## src/rtl/spi_dbg_pkg.sv

```systemverilog
// Shared definitions for the passive SPI bus logger: log geometry, entry layout and entry builder.
package spi_dbg_pkg;

    localparam int LOG_DEPTH_MAX  = 63;
    localparam int STATUS_ADDR    = 0;

    localparam int ENTRY_TS_LSB   = 32;
    localparam int ENTRY_MISO_LSB = 8;
    localparam int ENTRY_MOSI_LSB = 0;
    localparam int MISO_VALID_BIT = 17;
    localparam int MOSI_VALID_BIT = 16;
    localparam int STATUS_OVF_BIT = 8;

    typedef struct packed {
        logic [31:0] timestamp;
        logic [13:0] reserved;
        logic        miso_valid;
        logic        mosi_valid;
        logic [7:0]  miso_byte;
        logic [7:0]  mosi_byte;
    } entry_t;

    // A byte whose valid bit is clear is logged as zero rather than whatever the deserialiser holds.
    function automatic entry_t make_entry(input logic [31:0] ts,
                                          input logic       mosi_v,
                                          input logic [7:0] mosi_b,
                                          input logic       miso_v,
                                          input logic [7:0] miso_b);
        entry_t e;
        e.timestamp  = ts;
        e.reserved   = '0;
        e.miso_valid = miso_v;
        e.mosi_valid = mosi_v;
        e.miso_byte  = miso_v ? miso_b : 8'h00;
        e.mosi_byte  = mosi_v ? mosi_b : 8'h00;
        return e;
    endfunction

endpackage

```

## src/rtl/spi_dbg_edge_sync.sv

```systemverilog
// Brings an SPI-domain "byte changed" flag into the system clock domain and emits a one-cycle pulse per rising edge.
module spi_dbg_edge_sync (
    input  logic clock,
    input  logic reset,
    input  logic async_in,
    output logic pulse
);

    logic [1:0] sync_q;
    logic       prev_q;

    always_ff @(posedge clock or posedge reset) begin
        if (reset) begin
            sync_q <= 2'b00;
            prev_q <= 1'b0;
        end else begin
            sync_q <= {sync_q[0], async_in};
            prev_q <= sync_q[1];
        end
    end

    assign pulse = sync_q[1] & ~prev_q;

endmodule

```

## src/rtl/combined_spi_buffer_avalon_debugger.sv

```systemverilog
// Passive SPI logger: pairs captured MOSI/MISO bytes into a non-wrapping log readable over Avalon-MM.
// Optional timestamp counter enabled by defining DBG_TIMESTAMP_EN.
module combined_spi_buffer_avalon_debugger
    import spi_dbg_pkg::*;
#(
    parameter int LOG_DEPTH = 63,
    parameter int TS_WIDTH  = 32
) (
    input  logic        clock,
    input  logic        reset,
    input  logic [7:0]  io_MOSI_Buffer,
    input  logic        io_MOSI_BufferChanged,
    input  logic [7:0]  io_MISO_Buffer,
    input  logic        io_MISO_BufferChanged,
    input  logic [5:0]  io_Avalon_address,
    input  logic        io_Avalon_read,
    output logic [63:0] io_Avalon_readdata
);

    localparam logic [5:0] DEPTH = 6'(LOG_DEPTH);

    logic        mosi_ev;
    logic        miso_ev;
    logic        capture;
    logic [5:0]  count;
    logic        overflow;
    logic [31:0] ts_ext;
    logic [5:0]  rd_idx;
    logic [63:0] status_word;
    logic [63:0] log_mem [0:LOG_DEPTH-1];

    spi_dbg_edge_sync u_mosi_sync (
        .clock    (clock),
        .reset    (reset),
        .async_in (io_MOSI_BufferChanged),
        .pulse    (mosi_ev)
    );

    spi_dbg_edge_sync u_miso_sync (
        .clock    (clock),
        .reset    (reset),
        .async_in (io_MISO_BufferChanged),
        .pulse    (miso_ev)
    );

`ifdef DBG_TIMESTAMP_EN
    logic [TS_WIDTH-1:0] ts;

    always_ff @(posedge clock or posedge reset) begin
        if (reset) begin
            ts <= '0;
        end else begin
            ts <= ts + TS_WIDTH'(1);
        end
    end

    assign ts_ext = 32'(ts);
`else
    assign ts_ext = 32'h0;
`endif

    assign capture = (mosi_ev | miso_ev) && (count < DEPTH);

    // Once full the log freezes; later events only raise the sticky overflow flag.
    always_ff @(posedge clock or posedge reset) begin
        if (reset) begin
            count    <= 6'd0;
            overflow <= 1'b0;
        end else if (mosi_ev | miso_ev) begin
            if (count < DEPTH) begin
                count <= count + 6'd1;
            end else begin
                overflow <= 1'b1;
            end
        end
    end

    always_ff @(posedge clock) begin
        if (capture) begin
            log_mem[count] <= make_entry(ts_ext, mosi_ev, io_MOSI_Buffer, miso_ev, io_MISO_Buffer);
        end
    end

    always_comb begin
        status_word                          = '0;
        status_word[ENTRY_TS_LSB +: 32]      = ts_ext;
        status_word[STATUS_OVF_BIT]          = overflow;
        status_word[5:0]                     = count;
    end

    assign rd_idx = io_Avalon_address - 6'd1;

    // Entry at address a lives at RAM index a-1; anything past the fill level reads as zero.
    always_ff @(posedge clock or posedge reset) begin
        if (reset) begin
            io_Avalon_readdata <= 64'h0;
        end else if (io_Avalon_read) begin
            if (io_Avalon_address == 6'(STATUS_ADDR)) begin
                io_Avalon_readdata <= status_word;
            end else if (io_Avalon_address <= count) begin
                io_Avalon_readdata <= log_mem[rd_idx];
            end else begin
                io_Avalon_readdata <= 64'h0;
            end
        end
    end

endmodule

```

## config.mk

```make
export PLATFORM = sky130hd
export DESIGN_NAME = combined_spi_buffer_avalon_debugger
export DESIGN_NICKNAME = d
export VERILOG_FILES = /design/src/rtl/spi_dbg_pkg.sv /design/src/rtl/spi_dbg_edge_sync.sv /design/src/rtl/combined_spi_buffer_avalon_debugger.sv
export SDC_FILE = /design/constraint.sdc
export NUM_CORES = 1
export LEC_CHECK = 0
export BUFFER_PORTS_ARGS = -buffer_cell sky130_fd_sc_hd__buf_2
export CORE_MARGIN = 2
export CORE_UTILIZATION = 56
export CTS_CLUSTER_SIZE = 14
export DETAILED_ROUTE_END_ITERATION = 8
export PLACE_DENSITY = 0.72
export SYNTH_ARGS = -nofsm -noshare
export SYNTH_HDL_FRONTEND = slang
export SYNTH_SLANG_ARGS = --single-unit
```

## constraint.sdc

```tcl
create_clock -name clock -period 10.8 [get_ports clock]
set_clock_uncertainty 0.15 [all_clocks]
set_input_delay 0.54 -clock clock [delete_from_list [all_inputs] [get_ports clock]]
set_output_delay 0.54 -clock clock [all_outputs]
set_load 0.01 [all_outputs]
```

==> run metrics <==
outcome complete, no violations; routed vias/inst 6.47; DIE AREA roughly 0.084 mm²; clock sink count between 1000 and 1500; synth top area cells edfxtp_1 (74%), mux4_2 (13%), dfrtp_1 (1.7%); clk buf depth 3; max-slew violations 0; Worst EP required 11.14 ns; # setup viols final 0; First-pass DRT Iterations 6; Global Route Usage Sum 26.6%; relative max-transition margin roughly 7.8%; commonest non-fill, non-tap cell in the layout edfxtp_1; Skew-Pair Late Insertion Delay between 0.6 and 0.7 ns; P_leak roughly 17 nW; NumNets Final 2449; Non-Filler Instances about 3600; PD cells 196 mW/mm²; # Post-CTS Setup Buffers 0; CP Max Fanout 65; Post-Route Setup TNS 0 ns; FP Rows ~100; Routed Wire Length ~110000 µm; worst min-delay path class reg -> reg; Fin. Hold Viols 0; gr ovfl total 0; largest net degree at the start of global routing about 140; Worst Tran Pin Value roughly 1.3 ns; first-pass GRT wire length 161000 µm; cell area after synthesis about 0.046 mm²; Synth Register Bits 1165; dpl cells 3359; Synth Flop Type edfxtp_1; clock root buffer clkbuf_16; cell taking the most area after synthesis edfxtp_1; wire per inst just over 30 µm; Die Ht between 200 and 300 µm; cts hold-fix bufs 3; RSZ-0062 raised after global routing false; VDD IR max about 0.13 mV; initial antenna violation count 7; dpl ws 5.31 ns; period utilization around 44%; crit path setup slack, layout 6.08 ns; Syn Area/Cell about 20 µm²; routability cong. between 0.9 and 1; H-tree Lvls 3; fraction of layout cells with a size suffix above 1 between 20% and 30%; most frequent cells in the layout edfxtp_1 (1134), mux4_2 (270), nand2_1 (204), clkbuf_16 (113), buf_4 (97); Die W 290 µm; initial DRC count between 3000 and 4000; Synth Instances 2280; CP arrival between 5 and 6 ns; IO Pins about 90; # DRC 0; Synth top area share between 70% and 80%; Syn. warnings 0; Async SR Flop Fraction roughly 2.7%; CTS tree yes; antenna-violating nets left 0; PortBufs 44; post-CTS sizing 0; Setup CP Type in -> reg; core outline area around 0.08 mm²; routed via count around 23000; number of synthesized flops with an enable pin roughly 1100; post-DP HPWL ~65000 µm; fmax approximately 0.21 GHz; clock transition at the registers of the reported paths 0.06 ns; maxcap violations 0; vias in the first global route roughly 23000; Setup crit start kind input port; CP Capture Type flop; count of cell types in the netlist 63; area grow syn2layout 11.8%; CTS buffer count 110; post-synthesis sequential area ratio 76.1%; min cycle time layout ~4.7 ns; Initial Util between 50% and 60%
per-stage QoR:
step / util [%] / hold WS, ns / area (µm²) / total power [mW]
after floorplan: - / 0.181 / 45900 / 5.80
after global placement: 58.7 / 0.186 / 47400 / 6.16
after detailed placement: 58.8 / 0.186 / 47400 / 6.18
after CTS: 63.4 / 0.199 / 51100 / 10.1
after global routing: 63.4 / 0.213 / 51200 / 10.3
final: 63.4 / 0.198 / 51200 / 10.0
critical path, cell delays in order:
cell and delay [ns]:
buf_8 0.45, buf_4 0.80, buf_4 0.76, mux4_2 0.61, mux2i_1 0.46, o21ai_0 0.31, nor4_1 0.91, a211oi_1 0.13
area by class of cell:
type	count	area, µm²
sequential	1165	34800
fill	5349	29500
multi-input combinational	980	10200
clock buffer	134	2940
tap	1060	1330
timing repair buffer	146	1020
clock inverter	72	776
inverter	11	41.3
antenna	3	7.51
power breakdown:
part	leakage (nW)	internal (mW)	total (mW)	switching (mW)
logic	4.16	0.300	0.914	0.615
clock network	1.81	2.31	3.93	1.62
registers	10.8	5.09	5.19	0.0967
final timing paths:
kind	startpoint	end	slack, ns	cells after the start
setup / recovery	io_Avalon_address[0]	io_Avalon_readdata[16]	6.08	8
hold / removal	u_mosi_sync.sync_q[0]	u_mosi_sync.sync_q[1]	0.20	0
setup reg to reg	u_miso_sync.prev_q	log_mem[35][14]	6.69	5
hold reg to reg	u_mosi_sync.sync_q[0]	u_mosi_sync.sync_q[1]	0.20	0
max in group asynchronous	reset	u_mosi_sync.sync_q[0]	9.70	4
min in group asynchronous	reset	io_Avalon_readdata[4]	0.42	4
registers in the layout, indices dropped and copies added (netlist names):
register / cells
u_mosi_sync.prev_q: 1
count: 6
io_Avalon_readdata: 18
log_mem: 1134
overflow: 1
u_miso_sync.sync_q: 2
u_mosi_sync.sync_q: 2
u_miso_sync.prev_q: 1
cell usage after synthesis (all sizes together) (2+ instances only):
library cell and instances:
xor2 3, o211ai 12, edfxtp 1134, and2 18, nor2b 5, a21o 2, o31ai 2, a21oi 14
or2 3, nor4 10, and3 14, nor3 3, o22ai 2, a31oi 38, a221o 2, nor3b 4
dfrtp 31, ha 8, nand2 205, mux2i 56, buf 115, nand3b 3, mux2 7, o221ai 5
xnor2 6, a221oi 6, nand2b 10, nand3 48, a21boi 10, a211oi 25, nor2 82, mux4 270
clkbuf 54, o21ai 29, nand4 2, a41oi 2, a32oi 7, a2111oi 10, inv 10
routing by layer:
layer | wire [µm] | global-route usage, %
met5 | 77 | 0
met4 | 4100 | 10.0
met3 | 11600 | 6.28
met2 | 51600 | 40.1
met1 | 43400 | 38.5
logic make-up (layout without fill, tap and decap cells):
group | after synthesis | after routing | synth area share [%]
fa+ha+maj | 8 | 8 | 0.219
buf+inv | 180 | 363 | 2.17
other cells | 1 | 49 | 0.00819
compound gates | 173 | 173 | 2.67
mux | 333 | 333 | 14.7
xor+xnor | 9 | 9 | 0.172
simple gates | 411 | 411 | 3.98
flops | 1165 | 1165 | 76.1
Note: power is estimated with default switching activity, not from simulation.
